===== src/rtl/yapp_pkg.sv =====
// Shared YAPP definitions: transmitter states, field widths, command payload
// and header packing. Also imported by the router bench models.
package yapp_pkg;

    localparam int unsigned YAPP_MAX_LEN = 63;
    localparam int unsigned YAPP_ADDR_W  = 2;
    localparam int unsigned YAPP_LEN_W   = 6;
    localparam int unsigned YAPP_BYTE_W  = 8;
    localparam int unsigned YAPP_GAP_W   = 4;

    typedef enum logic [2:0] {
        ST_IDLE,
        ST_HEADER,
        ST_PAYLOAD,
        ST_PARITY,
        ST_GAP
    } yapp_tx_state_e;

    // Launch parameters latched when a command is accepted
    typedef struct packed {
        logic                   bad_parity;
        logic [YAPP_LEN_W-1:0]  len;
        logic [YAPP_ADDR_W-1:0] addr;
    } yapp_cmd_t;

    function automatic logic [YAPP_BYTE_W-1:0] yapp_hdr(
        input logic [YAPP_ADDR_W-1:0] addr,
        input logic [YAPP_LEN_W-1:0]  len
    );
        return {len, addr};
    endfunction

endpackage


===== src/rtl/yapp_tx_payload_buf.sv =====
// 64-byte payload store: one synchronous write port, one combinational read
// port. Contents are intentionally not reset.
module yapp_tx_payload_buf
    import yapp_pkg::*;
(
    input  logic                   clock,
    input  logic                   wr_en,
    input  logic [YAPP_LEN_W-1:0]  wr_addr,
    input  logic [YAPP_BYTE_W-1:0] wr_data,
    input  logic [YAPP_LEN_W-1:0]  rd_addr,
    output logic [YAPP_BYTE_W-1:0] rd_data_c
);

    logic [YAPP_BYTE_W-1:0] mem [0:YAPP_MAX_LEN];

    always_ff @(posedge clock) begin
        if (wr_en) begin
            mem[wr_addr] <= wr_data;
        end
    end

    assign rd_data_c = mem[rd_addr];

endmodule


===== src/rtl/yapp_pkt_tx.sv =====
// YAPP packet transmitter: header, payload and parity bytes onto the router
// input channel with suspend back-pressure and a minimum inter-packet gap.
module yapp_pkt_tx
    import yapp_pkg::*;
#(
    parameter int unsigned MIN_GAP = 1,
    parameter int unsigned CNT_W   = 16
) (
    input  logic                   clock,
    input  logic                   reset,
    input  logic                   pl_wr_en,
    input  logic [YAPP_LEN_W-1:0]  pl_wr_addr,
    input  logic [YAPP_BYTE_W-1:0] pl_wr_data,
    input  logic                   cmd_valid,
    output logic                   cmd_ready,
    input  logic [YAPP_ADDR_W-1:0] cmd_addr,
    input  logic [YAPP_LEN_W-1:0]  cmd_len,
    input  logic                   cmd_bad_parity,
    output logic [YAPP_BYTE_W-1:0] in_data,
    output logic                   in_data_vld,
    input  logic                   in_suspend,
    output logic                   busy,
    output logic                   pkt_done,
    output logic [CNT_W-1:0]       pkt_cnt
);

    yapp_tx_state_e         state_q, state_d;
    yapp_cmd_t              cmd_q, cmd_d;
    logic [YAPP_LEN_W-1:0]  idx_q, idx_d;
    logic [YAPP_GAP_W-1:0]  gap_q, gap_d;
    logic [YAPP_BYTE_W-1:0] acc_q, acc_d;
    logic [YAPP_BYTE_W-1:0] data_d;
    logic                   vld_d;
    logic                   done_d;
    logic [CNT_W-1:0]       cnt_d;

    logic                   accept_c;
    logic                   buf_wr_en_c;
    logic [YAPP_LEN_W-1:0]  rd_addr_c;
    logic [YAPP_BYTE_W-1:0] rd_data_c;

    assign cmd_ready   = (state_q == ST_IDLE);
    assign busy        = (state_q != ST_IDLE);
    assign accept_c    = in_data_vld && !in_suspend;
    assign buf_wr_en_c = pl_wr_en && !busy;

    // Read port looks one byte ahead so the next byte is ready on acceptance
    assign rd_addr_c = (state_q == ST_PAYLOAD) ? YAPP_LEN_W'(idx_q + YAPP_LEN_W'(1))
                                               : '0;

    yapp_tx_payload_buf u_payload_buf (
        .clock     (clock),
        .wr_en     (buf_wr_en_c),
        .wr_addr   (pl_wr_addr),
        .wr_data   (pl_wr_data),
        .rd_addr   (rd_addr_c),
        .rd_data_c (rd_data_c)
    );

    // Next-state and next-output decode
    always_comb begin
        state_d = state_q;
        cmd_d   = cmd_q;
        idx_d   = idx_q;
        gap_d   = gap_q;
        acc_d   = acc_q;
        data_d  = in_data;
        vld_d   = in_data_vld;
        done_d  = 1'b0;
        cnt_d   = pkt_cnt;

        case (state_q)
            ST_IDLE: begin
                if (cmd_valid) begin
                    state_d = ST_HEADER;
                    cmd_d   = '{bad_parity: cmd_bad_parity, len: cmd_len, addr: cmd_addr};
                    acc_d   = '0;
                    idx_d   = '0;
                    data_d  = yapp_hdr(cmd_addr, cmd_len);
                    vld_d   = 1'b1;
                end
            end
            ST_HEADER: begin
                if (accept_c) begin
                    acc_d = acc_q ^ in_data;
                    idx_d = '0;
                    if (cmd_q.len != '0) begin
                        state_d = ST_PAYLOAD;
                        data_d  = rd_data_c;
                    end else begin
                        state_d = ST_PARITY;
                        data_d  = acc_d ^ {YAPP_BYTE_W{cmd_q.bad_parity}};
                    end
                end
            end
            ST_PAYLOAD: begin
                if (accept_c) begin
                    acc_d = acc_q ^ in_data;
                    if (idx_q == YAPP_LEN_W'(cmd_q.len - YAPP_LEN_W'(1))) begin
                        state_d = ST_PARITY;
                        data_d  = acc_d ^ {YAPP_BYTE_W{cmd_q.bad_parity}};
                    end else begin
                        idx_d  = YAPP_LEN_W'(idx_q + YAPP_LEN_W'(1));
                        data_d = rd_data_c;
                    end
                end
            end
            ST_PARITY: begin
                if (accept_c) begin
                    state_d = ST_GAP;
                    gap_d   = YAPP_GAP_W'(MIN_GAP);
                    vld_d   = 1'b0;
                    done_d  = 1'b1;
                    cnt_d   = CNT_W'(pkt_cnt + CNT_W'(1));
                end
            end
            ST_GAP: begin
                gap_d = YAPP_GAP_W'(gap_q - YAPP_GAP_W'(1));
                if (gap_q <= YAPP_GAP_W'(1)) begin
                    state_d = ST_IDLE;
                    gap_d   = '0;
                end
            end
            default: begin
                state_d = ST_IDLE;
                vld_d   = 1'b0;
            end
        endcase
    end

    // State and registered outputs; reset truncates any packet in flight
    always_ff @(posedge clock or negedge reset) begin
        if (!reset) begin
            state_q     <= ST_IDLE;
            cmd_q       <= '0;
            idx_q       <= '0;
            gap_q       <= '0;
            acc_q       <= '0;
            in_data     <= '0;
            in_data_vld <= 1'b0;
            pkt_done    <= 1'b0;
            pkt_cnt     <= '0;
        end else begin
            state_q     <= state_d;
            cmd_q       <= cmd_d;
            idx_q       <= idx_d;
            gap_q       <= gap_d;
            acc_q       <= acc_d;
            in_data     <= data_d;
            in_data_vld <= vld_d;
            pkt_done    <= done_d;
            pkt_cnt     <= cnt_d;
        end
    end

endmodule


===== config.mk =====
export PLATFORM = sky130hd
export DESIGN_NAME = yapp_pkt_tx
export DESIGN_NICKNAME = d
export VERILOG_FILES = /design/src/rtl/yapp_pkg.sv /design/src/rtl/yapp_tx_payload_buf.sv /design/src/rtl/yapp_pkt_tx.sv
export SDC_FILE = /design/constraint.sdc
export NUM_CORES = 1
export LEC_CHECK = 0
export ABC_AREA = 0
export CORE_ASPECT_RATIO = 0.7
export CORE_MARGIN = 5
export CORE_UTILIZATION = 55
export CTS_CLUSTER_SIZE = 24
export DETAILED_ROUTE_END_ITERATION = 12
export PLACE_DENSITY = 0.82
export SYNTH_ARGS = -nofsm -noshare
export SYNTH_HDL_FRONTEND = slang
export SYNTH_SLANG_ARGS = --single-unit

===== constraint.sdc =====
create_clock -name clock -period 2.8 [get_ports clock]
set_input_delay 0.42 -clock clock [delete_from_list [all_inputs] [get_ports clock]]
set_output_delay 0.42 -clock clock [all_outputs]
set_load 0.01 [all_outputs]

==> results.tsv <==
stage	metric	value	unit
worst_setup_path	endpoint_kind	flop	
outcome	status	finished, violations left	
route	drt_iter0_markers	2580	
floorplan	start_util	0.557	
route	drc	0	
final_layout	final_layout_size_suffix_gt1_frac	0.211	
timing	rsz0062_at_grt	true	
pwr	finalPower	24.9	mW
cts	clk_pin_slew	0.06	ns
cts	clk_path_buf_depth	3	
floorplan	core_area	0.0423	mm^2
floorplan	die-width	258	um
pwr	power_switching	8.19	mW
worst_setup_path	start_kind	flop	
cts	cts_inserted_buffers	51	
route	drt_first_pass_iters	6	
final_layout	postLayoutCellArea	0.0282	mm^2
floorplan	rows	63	
final_layout	insertedDiodeCount	0	
timing	max_freq	351	MHz
cts	clock_sinks	566	
timing	maxSlewViolCount	0	
pwr	vdd_drop_max	0.513	mV
worst_setup_path	cp.arrival	3.34	ns
synthesis	synth_top_area_share	0.652	
pwr	leakage	9.70	nW
synthesis	synthTopCellsByArea	edfxtp_1, dfrtp_1, nand2_1	
grt	grt_overflow	0	
placed_design	portBuffers	55	
placed_design	placed_area	0.0260	mm^2
final_layout	syn2layout_area_growth	19.6	%
placed_design	placed_cells	2355	
cts	htree_levels	2	
timing	skew	0.0152	ns
floorplan	dieHeight	183	um
pwr	p_per_area	881	mW/mm^2
placed_design	dp_hpwl	42700	um
pwr	p_int	16.7	mW
grt	grtUsageTotal	0.277	
timing	slew_headroom	0.475	
synthesis	yosysUniqueCellTypes	71	
route	wl_per_cell	27.2	um
final_layout	fin_cells	2467	
route	wl	67200	um
synthesis	syn_avg_cell_area	14.2	um^2
flow_run	cap_viol_max_count	0	
synthesis	synth_edf_count	512	
final_layout	ff_latch_area	0.0167	mm^2
timing	hold_viol	0	
cts	clock_latency	0.59	ns
synthesis	ys_seq_elements	566	
worst_setup_path	cp_max_fo	23	
synthesis	synth_ff_type	edfxtp_1	
final_layout	nets	1907	
synthesis	yosys.area.top_type	edfxtp_1	
final_layout	n_fill_cell	2752	
floorplan	dieArea	0.0472	mm^2
min_path	hp-class	in2reg	
timing	fin_crit_sh	1.02	
worst_setup_path	cp.required	3.30	ns
synthesis	syn_nets	1695	
synthesis	ys_seq_area_frac	0.709	
pwr	seq_power_share	0.398	
pwr	clock_power_share	0.283	
outcome	violations	setup timing	
cts	ctsRootBufferMaster	clkbuf_16	
pwr	switching_share	0.329	
synthesis	synthArstFlopShare	0.0954	
floorplan	io_pins	56	
cts	cts_tree	done	
worst_setup_path	critical_path_class	reg2reg	
timing	finalSetupViolations	1	
grt	antenna_found_initial	1	
timing	tightest_slew	0.787	ns
final_layout	fin_util	0.667	
timing	period_minus_slack	2.84	ns
final_layout	multi_input_area	0.00667	mm^2
synthesis	synth_area	0.0236	mm^2
route	via_count	16295	
timing	timing.hold.ws	0.313	ns
grt	first_global_vias	15737	
synthesis	synth_warnings	0	
route	vias_per_cell	6.61	
grt	grt_max_degree	65	
grt	grt_pass1_wl	99600	um
synthesis	synthCells	1661	
route	drt.antenna.violating_nets	0	
timing	final.setup.worst_slack	-0.0450	ns
placed_design	gp_congestion	0.910	
pwr	comb_power_share	0.319	
worst max-delay path: stages, from the launching register on:
cell and delay, ns:
dfrtp_4 0.52, ha_4 0.33, buf_6 0.18, clkinvlp_4 0.22
a21oi_4 0.23, buf_12 0.21, o22a_1 0.21, nor3_1 0.08
a311oi_2 0.40, a21oi_2 0.17, a31oi_1 0.21
cells by family after synthesis:
kind of cell / after synthesis / synth area share
xor gates and xnor gates: 42 / 0.0159
DFF: 566 / 0.709
and+or+nand+nor: 464 / 0.0884
buffers and inverters: 119 / 0.0234
AOI/OAI and AO/OA: 365 / 0.108
muxes: 99 / 0.0516
adders and majority gates: 6 / 0.00318
Yosys cell counts (19+ instances only):
cell	n
edfxtp_1	512
nand2_1	191
nor2_1	128
a21oi_1	91
mux2i_1	63
nand3_1	57
dfrtp_1	54
buf_2	48
o21ai_0	40
clkbuf_1	37
a31oi_1	34
o22ai_1	33
o221ai_1	27
xnor2_1	26
a221oi_1	20
mux2_2	20
nor3_1	19
metrics by stage:
stage                     TNS [ns]  setup slack [ns]
after floorplan                  0             0.338
after global placement      -0.782            -0.263
after detailed placement    -0.998            -0.256
after CTS                        0          0.000456
after global routing        -0.211           -0.0839
final                      -0.0450           -0.0450
sequential cells by signal, indices dropped and copies added (netlist names):
name / flops
in_data_vld: 1
acc_q: 8
pkt_done: 1
idx_q: 6
u_payload_buf.mem: 512
in_data: 8
gap_q: 4
pkt_cnt: 16
state_q: 3
cmd_q: 7
final timing paths:
path	slack, ns	startpoint	end	cells after the start
max	-0.04	idx_q[0]$_DFFE_PN0P_	in_data[5]$_DFFE_PN0P_	10
min	0.31	pl_wr_data[1]	u_payload_buf.mem[31][1]$_DFFE_PP_	1
max reg2reg	-0.04	idx_q[0]$_DFFE_PN0P_	in_data[5]$_DFFE_PN0P_	10
min reg2reg	0.47	pkt_cnt[15]$_DFFE_PN0P_	pkt_cnt[15]$_DFFE_PN0P_	1
max in group asynchronous	1.72	reset	idx_q[0]$_DFFE_PN0P_	3
min in group asynchronous	0.52	reset	cmd_q[5]$_DFFE_PN0P_	3
layer usage:
metal,GRT usage,vias up,part of all wire
met2,0.405,1285,0.43
met3,0.0917,193,0.15
met4,0.0781,0,0.033
li1,-,6849,-
met5,0,-,0
met1,0.407,7968,0.38
cells in the final DEF (no fill, tap or decap), drive strengths merged, types with 33 or more instances in the layout:
| cell type | Yosys | routed |
|---|---|---|
| a21oi | 93 | 93 |
| a31oi | 34 | 34 |
| buf | 69 | 215 |
| clkbuf | 37 | 61 |
| clkdlybuf4s50 | 0 | 46 |
| dfrtp | 54 | 54 |
| edfxtp | 512 | 512 |
| mux2i | 63 | 63 |
| nand2 | 191 | 191 |
| nand3 | 57 | 57 |
| nor2 | 129 | 129 |
| o21ai | 44 | 44 |
| o22ai | 33 | 33 |
power by group through the flow:
stage	registers (mW)	clock network [mW]	logic (mW)
after detailed placement	10.0	0	6.95
after floorplan	9.93	0	4.07
after global routing	9.92	7.48	8.30
final	9.89	7.05	7.92
after CTS	9.87	7.07	7.26
after global placement	10.0	0	6.78
repair_timing:
action                     4_1_cts  5_1_grt
hold endpoints to repair        46        0
buffers inserted                 1       12
pin swaps                        6       13
setup endpoints to repair        8        8
resized for setup               31       45
hold buffers                     1        0
gates cloned                     1        2
area by class of cell:
cell class / count / share of cell area
Tap cell: 552 / 0.0245
Timing Repair Buffer: 265 / 0.0855
Clock inverter: 36 / 0.0125
Sequential cell: 566 / 0.593
Multi-Input combinational cell: 976 / 0.236
Clock buffer: 59 / 0.0463
Inverter: 13 / 0.00186
Note: power is estimated with default switching activity, not from simulation.
